<file path="src/rtl/bcd_pkg.sv">
// Shared definitions for the BCD count chain: command opcodes, controller
// states and the BCD digit ceiling.
package bcd_pkg;

    typedef enum logic [1:0] {
        CMD_NOP   = 2'b00,
        CMD_START = 2'b01,
        CMD_STOP  = 2'b10,
        CMD_CLEAR = 2'b11
    } cmd_op_e;

    typedef enum logic [1:0] {
        ST_IDLE = 2'd0,
        ST_RUN  = 2'd1,
        ST_HOLD = 2'd2
    } state_e;

    localparam logic [3:0] BCD_MAX = 4'd9;

    // Non-decimal limit nibbles could never be matched, so pin them to 9.
    function automatic logic [3:0] bcd_clamp(input logic [3:0] nib);
        return (nib > BCD_MAX) ? BCD_MAX : nib;
    endfunction

endpackage

</file>
<file path="src/rtl/bcd_digit_cell.sv">
// One BCD digit of the count chain: counts 0..9 when enabled and emits a
// combinational carry when it rolls over from 9.
module bcd_digit_cell
    import bcd_pkg::*;
(
    input  logic       clk,
    input  logic       rst_n,
    input  logic       en,
    input  logic       clr,
    input  logic       load_zero,
    output logic [3:0] digit,
    output logic       carry
);

    logic [3:0] r_digit;

    always_ff @(posedge clk or negedge rst_n) begin
        if (!rst_n) begin
            r_digit <= 4'd0;
        end else if (clr || load_zero) begin
            r_digit <= 4'd0;
        end else if (en) begin
            r_digit <= (r_digit == BCD_MAX) ? 4'd0 : r_digit + 4'd1;
        end
    end

    assign digit = r_digit;
    assign carry = en && (r_digit == BCD_MAX);

endmodule

</file>
<file path="src/rtl/bcd_count_ctrl.sv">
// Multi-digit BCD counter controller: command handshake, prescaler, FSM,
// terminal detection. Optional lap capture enabled by BCD_LAP_CAPTURE_EN.
module bcd_count_ctrl
    import bcd_pkg::*;
#(
    parameter int DIGITS   = 4,
    parameter int PRESCALE = 10
) (
    input  logic                clk,
    input  logic                rst_n,
    input  logic                cmd_valid,
    output logic                cmd_ready,
    input  logic [1:0]          cmd_op,
    input  logic [4*DIGITS-1:0] limit,
    input  logic                auto_wrap,
    output logic [4*DIGITS-1:0] count,
    output logic                running,
    output logic                tc_pulse,
    input  logic                lap_req,
    output logic [4*DIGITS-1:0] lap_value,
    output logic                lap_valid
);

    localparam int W  = 4 * DIGITS;
    localparam int PW = (PRESCALE > 1) ? $clog2(PRESCALE) : 1;
    localparam logic [PW-1:0] PRESC_LAST = PW'(PRESCALE - 1);

    state_e        r_state, w_state_next;
    logic [PW-1:0] r_presc, w_presc_next;
    logic [W-1:0]  r_limit;
    logic [W-1:0]  w_limit_clamped;
    logic [W-1:0]  w_count;
    logic          r_wrap, r_busy, r_tc;
    logic          w_accept, w_start, w_stop, w_clear;
    logic          w_tick, w_at_term, w_inc, w_load_zero;
    logic [DIGITS:0] w_carry;
    logic          w_unused_carry;

    assign cmd_ready = !r_busy;
    assign w_accept  = cmd_valid && cmd_ready;
    assign w_start   = w_accept && (cmd_op == CMD_START);
    assign w_stop    = w_accept && (cmd_op == CMD_STOP);
    assign w_clear   = w_accept && (cmd_op == CMD_CLEAR);

    assign w_tick    = (r_state == ST_RUN) && (r_presc == PRESC_LAST);
    assign w_at_term = (w_count == r_limit);
    // CLEAR outranks a coincident tick: no increment, no wrap, no pulse.
    assign w_inc       = w_tick && !w_clear && !w_at_term;
    assign w_load_zero = (w_tick && !w_clear && w_at_term && r_wrap)
                       || (w_start && (r_state == ST_HOLD));

    assign w_carry[0]     = w_inc;
    assign w_unused_carry = w_carry[DIGITS];

    genvar gi;
    generate
        for (gi = 0; gi < DIGITS; gi++) begin : g_digit
            assign w_limit_clamped[4*gi +: 4] = bcd_clamp(limit[4*gi +: 4]);

            bcd_digit_cell u_cell (
                .clk       (clk),
                .rst_n     (rst_n),
                .en        (w_carry[gi]),
                .clr       (w_clear),
                .load_zero (w_load_zero),
                .digit     (w_count[4*gi +: 4]),
                .carry     (w_carry[gi+1])
            );
        end
    endgenerate

    always_comb begin
        w_state_next = r_state;
        w_presc_next = r_presc;
        case (r_state)
            ST_IDLE: begin
                if (w_start) begin
                    w_state_next = ST_RUN;
                    w_presc_next = '0;
                end
            end
            ST_RUN: begin
                w_presc_next = w_tick ? '0 : r_presc + 1'b1;
                if (w_clear) begin
                    w_presc_next = '0;
                end else if (w_stop) begin
                    w_state_next = ST_IDLE;
                    if (!w_tick) w_presc_next = r_presc;
                end else if (w_tick && w_at_term && !r_wrap) begin
                    w_state_next = ST_HOLD;
                end
            end
            ST_HOLD: begin
                if (w_start) begin
                    w_state_next = ST_RUN;
                    w_presc_next = '0;
                end else if (w_clear || w_stop) begin
                    w_state_next = ST_IDLE;
                end
            end
            default: w_state_next = ST_IDLE;
        endcase
    end

    always_ff @(posedge clk or negedge rst_n) begin
        if (!rst_n) begin
            r_state <= ST_IDLE;
            r_presc <= '0;
            r_limit <= '0;
            r_wrap  <= 1'b0;
            r_busy  <= 1'b0;
            r_tc    <= 1'b0;
        end else begin
            r_state <= w_state_next;
            r_presc <= w_presc_next;
            r_busy  <= w_accept;
            r_tc    <= w_tick && !w_clear && w_at_term;
            if (w_start && (r_state != ST_RUN)) begin
                r_limit <= w_limit_clamped;
                r_wrap  <= auto_wrap;
            end
        end
    end

    assign count    = w_count;
    assign running  = (r_state == ST_RUN);
    assign tc_pulse = r_tc;

`ifdef BCD_LAP_CAPTURE_EN
    logic         r_lap_req_d;
    logic [W-1:0] r_lap_value;
    logic         r_lap_valid;

    // Registered count is still pre-increment on a tick cycle.
    always_ff @(posedge clk or negedge rst_n) begin
        if (!rst_n) begin
            r_lap_req_d <= 1'b0;
            r_lap_value <= '0;
            r_lap_valid <= 1'b0;
        end else begin
            r_lap_req_d <= lap_req;
            if (w_clear) begin
                r_lap_valid <= 1'b0;
            end else if (lap_req && !r_lap_req_d) begin
                r_lap_value <= w_count;
                r_lap_valid <= 1'b1;
            end
        end
    end

    assign lap_value = r_lap_value;
    assign lap_valid = r_lap_valid;
`else
    logic w_unused_lap_req;
    assign w_unused_lap_req = lap_req;
    assign lap_value        = '0;
    assign lap_valid        = 1'b0;
`endif

endmodule

</file>
<file path="config.mk">
export PLATFORM = sky130hd
export DESIGN_NAME = bcd_count_ctrl
export DESIGN_NICKNAME = d
export VERILOG_FILES = /design/src/rtl/bcd_pkg.sv /design/src/rtl/bcd_digit_cell.sv /design/src/rtl/bcd_count_ctrl.sv
export SDC_FILE = /design/constraint.sdc
export NUM_CORES = 1
export LEC_CHECK = 0
export ABC_AREA = 1
export CORE_MARGIN = 10
export CORE_UTILIZATION = 51
export DETAILED_ROUTE_END_ITERATION = 8
export PLACE_DENSITY = 0.81
export SETUP_SLACK_MARGIN = 0.5
export SLEW_MARGIN = 20
export SYNTH_ARGS = -nofsm -noshare
export SYNTH_HDL_FRONTEND = slang
export SYNTH_SLANG_ARGS = --single-unit
</file>
<file path="constraint.sdc">
create_clock -name clk -period 2.1 [get_ports clk]
set_input_delay 0.42 -clock clk [delete_from_list [all_inputs] [get_ports clk]]
set_output_delay 0.42 -clock clk [all_outputs]
set_load 0.1 [all_outputs]
</file>
**Word-level counts from Yosys, hierarchy flattened**

Index checks and enable logic that the tools add are counted.
W data, S select, Z words.

- Add/subtract/negate cells: 5
- Magnitude comparators: 4
- Equality and inequality tests: 18
- Muxes and demuxes: 29
- Reduce and logical (&&, ||, !) cells: 32

Operators by type and width:

| operator | number |
|---|---|
| $mux W4 | 21 |
| $add A4 B1 Y4 const B | 5 |
| $eq A4 B4 Y1 const B | 5 |
| $eq A16 B16 Y1 | 1 |
| $gt A4 B4 Y1 const B | 4 |
| $logic_and A1 B1 Y1 | 16 |
| $mux W2 | 6 |
| $reduce_bool A2 Y1 | 5 |
| $pmux W4 S2 | 1 |
| $eq A2 B2 Y1 const B | 3 |
| $pmux W2 S3 | 1 |
| $eq A2 B1 Y1 const B | 2 |
| $logic_not A1 Y1 | 4 |
| $ne A2 B1 Y1 const B | 2 |
| $ne A2 B2 Y1 const B | 2 |
| $ne A4 B2 Y1 const B | 1 |
| $reduce_and A4 Y1 | 1 |
| $logic_or A1 B1 Y1 | 3 |
| $ne A3 B1 Y1 const B | 1 |
| $ne A3 B2 Y1 const B | 1 |
| $reduce_and A3 Y1 | 1 |
| $logic_not A2 Y1 | 1 |
| $reduce_or A2 Y1 | 1 |

- Register bits after elaboration: 41
- Output and inout port bits: 36
- Word-level logic and storage cells: 98

**Longest topological paths before layout**

- Depth in word-level cells: 11
- Depth in mapped cells: 12

**Hierarchy**

A second synthesis with hierarchy kept.

- Cells, all modules: 374
- Area total of the unflattened synthesis: 2728.9 um^2

By module, submodules not included:

| module | times used | cells an instance | area an instance (um^2) | seq. area each (um^2) |
|---|---|---|---|---|
| bcd_count_ctrl | 1 | 246 | 1722.9 | 625.6 |
| bcd_digit_cell | 4 | 32 | 251.5 | 100.1 |

**Worst setup path after synthesis**

OpenSTA, ideal clock, no wires.

- Kind: register to register
- Start point: reg g_digit[0].u_cell.r_digit[0]
- End point: reg g_digit[3].u_cell.r_digit[0]
- Arrival: 2.049 ns
- Required time: 1.976 ns
- Path slack: -0.073 ns
- Cell stages (with the launch flop): 9
- Period minus slack after synthesis: 2.173 ns
- Path through: dfrtp_1 -> ha_1 -> nand3_1 -> inv_1 -> nand3_4 -> nor2_8 -> nand2_4 -> nand3_1 -> nand2_1

- Cells in the longest elaborated chain, start to end: 7

Ends and longest elaborated chain:

| what | RTL line | text |
|---|---|---|
| start, declared | bcd_digit_cell.sv:15 | `logic [3:0] r_digit;` |
| start signal, assigned | bcd_digit_cell.sv:23 | `r_digit <= (r_digit == BCD_MAX) ? 4'd0 : r_digit + 4'd1;` |
| $eq A16 B16 Y1 | bcd_count_ctrl.sv:46 | `assign w_at_term = (w_count == r_limit);` |
| $logic_not A1 Y1 | bcd_count_ctrl.sv:48 | `assign w_inc = w_tick && !w_clear && !w_at_term;` |
| $logic_and A1 B1 Y1 | bcd_count_ctrl.sv:48 |  |
| $logic_and A1 B1 Y1 (3 in series) | bcd_digit_cell.sv:28 | `assign carry = en && (r_digit == BCD_MAX);` |
| $reduce_bool A2 Y1 (no line) | n/a |  |
| end signal, assigned | bcd_digit_cell.sv:23 |  |
| end, declared | bcd_digit_cell.sv:15 |  |

Several ways; a longest one is shown, not always the timed one.
A chain may end at the register's enable or synchronous reset.

**Final worst setup path**

- Start point: reg r_presc[1]
- End point: reg g_digit[3].u_cell.r_digit[3]

- Cells in the longest elaborated chain, start to end: 8

Ends and longest elaborated chain:

| what | RTL line | text |
|---|---|---|
| start, declared | bcd_count_ctrl.sv:29 | `logic [PW-1:0] r_presc, w_presc_next;` |
| start signal, assigned | bcd_count_ctrl.sv:115 | `r_presc <= w_presc_next;` |
| $eq A4 B4 Y1 * | bcd_count_ctrl.sv:45 | `assign w_tick = (r_state == ST_RUN) && (r_presc == PRESC_LAST);` |
| $logic_and A1 B1 Y1 * | bcd_count_ctrl.sv:45 |  |
| $logic_and A1 B1 Y1 * | bcd_count_ctrl.sv:48, bcd_count_ctrl.sv:49 |  |
| $logic_and A1 B1 Y1, on equally long branches | bcd_count_ctrl.sv:49, bcd_count_ctrl.sv:48 |  |
| $logic_and A1 B1 Y1, on equally long branches | bcd_count_ctrl.sv:49, bcd_digit_cell.sv:28 |  |
| $logic_or A1 B1 Y1 / $logic_and A1 B1 Y1 (equally long branches) | bcd_count_ctrl.sv:50, bcd_digit_cell.sv:28 |  |
| $logic_or A1 B1 Y1 / $logic_and A1 B1 Y1 (equally long branches) | bcd_digit_cell.sv:20, bcd_digit_cell.sv:28 |  |
| $mux W4 / $reduce_bool A2 Y1 (equally long branches) | n/a |  |

Mark *: on every way between the ends. The rest lies on a longest branch, timed or not.

==> impl_metrics.csv <==
group,metric,value,unit
drt,vias,2482,
drt,drcViolationCount,0,
die,pin_count,59,
clocking,clkSlewWorstSetupHoldPaths,0.08,ns
cells_and_area,final_util,72.8,%
timing,drv_slew,0,
global_routing,grt_overflow,0,
power,power_frac_comb,40.9,%
global_routing,grt_first_pass_wirelength,11200,µm
global_routing,grt_pass1_vias,2459,
timing,finalCritPeriodShare,80.8,%
cells_and_area,antenna_cells,0,
place,placed_cells,460,
timing,rsz0062_at_grt,"yes",
synth,yosysSeqAreaShare,38.7,%
run_status,status,"finished, final reports clean",
power,p_clk_share,21.6,%
timing,worst_pin_slew,0.544,ns
clocking,cts_hold_buf,0,
die,die-area,0.00848,mm²
drt,antenna_left,0,
power,p_switching,0.00118,W
drt,drt_iter0_drc,108,
cells_and_area,nets,465,
power,p_int,0.00176,W
cells_and_area,syn2layout_area_growth,39.4,%
timing,fmax,590,MHz
place,gp_congestion,0.860,
synth,syn_area_per_cell,7.64,µm²
cells_and_area,layout_common_cells,"nand2_1 (80), buf_4 (50), inv_1 (34), dfrtp_1 (24), nand3_1 (21)",
clocking,worstSkewPairLatency,0.30,ns
critical_path,crit_type,"flip-flop to flip-flop",
global_routing,antenna_found_initial,0,
worst_hold_path,hold_path_class,"primary input to asynchronous set/reset pin",
job,cap_violations,0,
drt,routedWlPerCell,14.6,µm
cells_and_area,fillerInstances,373,
timing,tns,0,ns
die,start_util,52.2,%
cells_and_area,instances_no_fill,503,
timing,skew,0.0106,ns
power,swShare,40.0,%
place,port_buffers,40,
drt,firstDrtPassIters,4,
global_routing,grt_max_degree,42,
critical_path,arrival,1.89,ns
die,core-area,0.00507,mm²
clocking,htree_num_levels,2,
die,fp.dieH,92.1,µm
synth,synth-seq-cells,41,
synth,synth_warnings,0,
critical_path,r2r_start,"r_presc[1]$_DFFE_PN0P_",
drt,viasPerCell,4.93,
timing,finalSetupViolCount,0,
power,peakVddDrop,0.459,mV
global_routing,grt.total_usage,15.8,%
power,power_density,796,mW/mm²
synth,syn_inst,347,
critical_path,cp_slowest_cell,"dfrtp_1",
critical_path,worstRegToRegCells,9,
critical_path,rrSetupSlack,0.40,ns
clocking,cts_buffers,5,
critical_path,crit_path_max_fanout,6,
critical_path,crit_required,2.30,ns
cells_and_area,multi_input_area,0.00150,mm²
die,num_rows,26,
critical_path,critical_path.startpoint_type,"flip-flop",
place,place_hpwl,4450,µm
synth,synth_edf_count,0,
clocking,clockBufferDepth,2,
synth,synth_cell_types,34,
timing,layout_min_cycle_time,1.70,ns
critical_path,reg2reg_to,"g_digit[3].u_cell.digit[3]$_DFFE_PN0P_",
clocking,cts_sinks,41,
critical_path,path_common_cell,"nor2_8",
synth,synthArstFlopShare,100,%
critical_path,slowest_delay,0.39,ns
cells_and_area,drive_gt1_share,37.4,%
clocking,cts_tree,"done",
cells_and_area,register_area,0.00108,mm²
clocking,root_buffer,"clkbuf_8",
power,p_seq_share,37.5,%
drt,routed_wl,7360,µm
power,p_leak,1.89,nW
die,die_w,92.1,µm
synth,yosys_most_used_dff,"dfrtp_1",
synth,synth_area,0.00265,mm²
timing,maxSlewHeadroom,63.8,%
critical_path,worstPathCellList,"inv_1 > ha_2 > nand4_4 > nor2_8 > nand3_4 > nor2_8 > nand2_4 > nand3_2 > nand2_1",
timing,final_hold_viol_count,0,
cells_and_area,final_common_cell,"nand2_1",
critical_path,cp-end-kind,"flip-flop",
-- registers in the layout, summed over array words and instances, names as in the netlist --
register	flops
r_busy	1
r_state	2
r_limit	16
r_presc	4
r_wrap	1
g_digit.u_cell.digit	16
tc_pulse	1
-- metrics by stage --
stage | cell area [µm²] | hold slack (ns) | setup slack [ns] | power (W)
6_report | 3690 | 0.182 | 0.404 | 0.00294
5_1_grt | 3690 | 0.212 | 0.302 | 0.00311
4_1_cts | 3480 | 0.196 | 0.438 | 0.00275
3_5_place_dp | 3130 | 0.452 | -0.00283 | 0.00208
3_3_place_gp | 3130 | 0.449 | 0.0373 | 0.00205
2_1_floorplan | 2770 | 0.124 | 0.294 | 0.00184
-- power groups by stage --
stage | sequential (W) | clock, W | combinational [W]
final | 0.00110 | 0.000635 | 0.00120
after global routing | 0.00112 | 0.000681 | 0.00132
after CTS | 0.00109 | 0.000636 | 0.00102
after detailed placement | 0.00111 | 0 | 0.000970
after global placement | 0.00110 | 0 | 0.000948
after floorplan | 0.00109 | 0 | 0.000755
-- critical path, delay by kind of cell, from the launching register on --
family | cells | cell delay (ns)
and+or+nand+nor | 7 | 0.89
buffers and inverters | 1 | 0.11
DFF | 1 | 0.39
adders and majority gates | 1 | 0.21
-- kinds of logic after synthesis --
group / count (synthesis) / share of synthesized area (%)
AO/OA/AOI/OAI: 36 / 7.46
AND/OR/NAND/NOR: 177 / 33.2
multiplexers: 1 / 0.378
adder cells (fa/ha/maj): 10 / 4.72
XOR/XNOR: 8 / 2.64
flip-flops: 41 / 38.7
other: 1 / 0.142
buffers and inverters: 73 / 12.7
-- synth_stat cells (2+ instances only) --
master	instances	area share, %
a21oi_1	10	1.9
buf_4	17	4.8
clkbuf_1	2	0.28
dfrtp_1	41	39
ha_1	10	4.7
inv_1	44	6.2
inv_2	10	1.4
nand2_1	95	13
nand2_2	2	0.47
nand2_4	3	1.3
nand3_1	28	5.3
nand4_1	3	0.71
nor2_1	27	3.8
nor2_2	2	0.47
nor2_4	3	1.3
nor2_8	4	3.0
nor3_1	4	0.76
o21a_1	3	0.85
o21ai_0	17	3.2
o21ai_1	2	0.38
xor2_1	7	2.3
-- cell type report --
cell class                      instances  share of cell area [%]
Timing Repair Buffer                   81                    19.1
Clock inverter                          2                   0.948
Sequential cell                        41                    29.4
Inverter                               54                    5.76
Clock buffer                            6                    1.96
Multi-Input combinational cell        249                    40.5
Tap cell                               70                    2.37
-- per-layer routing --
metal  up-vias  track usage, %  wire length [µm]  part of all wire [%]
li1       1216               -                 -                     -
met1      1189            17.5              2880                    39
met2        65            27.9              3960                    54
met3        12            4.40               398                   5.4
met4         0            6.30               123                   1.7
met5         -               0                 0                     0
-- worst max path at each step --
| stage | startpoint | endpoint | slack (ns) | depth (start not counted) |
|---|---|---|---|---|
| floorplan | r_state[0]$_DFFE_PN0P_ | g_digit[3].u_cell.digit[0]$_DFFE_PN0P_ | 0.29 | 9 |
| global placement | cmd_valid | g_digit[3].u_cell.digit[0]$_DFFE_PN0P_ | 0.04 | 12 |
| detailed placement | cmd_valid | g_digit[3].u_cell.digit[2]$_DFFE_PN0P_ | -0.003 | 12 |
| CTS | g_digit[3].u_cell.digit[2]$_DFFE_PN0P_ | g_digit[3].u_cell.digit[0]$_DFFE_PN0P_ | 0.44 | 12 |
| global route | g_digit[1].u_cell.digit[2]$_DFFE_PN0P_ | g_digit[3].u_cell.digit[3]$_DFFE_PN0P_ | 0.30 | 12 |
| finish | r_presc[1]$_DFFE_PN0P_ | g_digit[3].u_cell.digit[3]$_DFFE_PN0P_ | 0.40 | 9 |
-- what timing repair did --
action | in CTS | in global routing
gates resized for setup | 28 | 44
buffers inserted | 24 | 11
setup endpoints to repair | 37 | 38
pin swaps | 15 | 16
No activity file was read; power rests on OpenSTA's default activity.
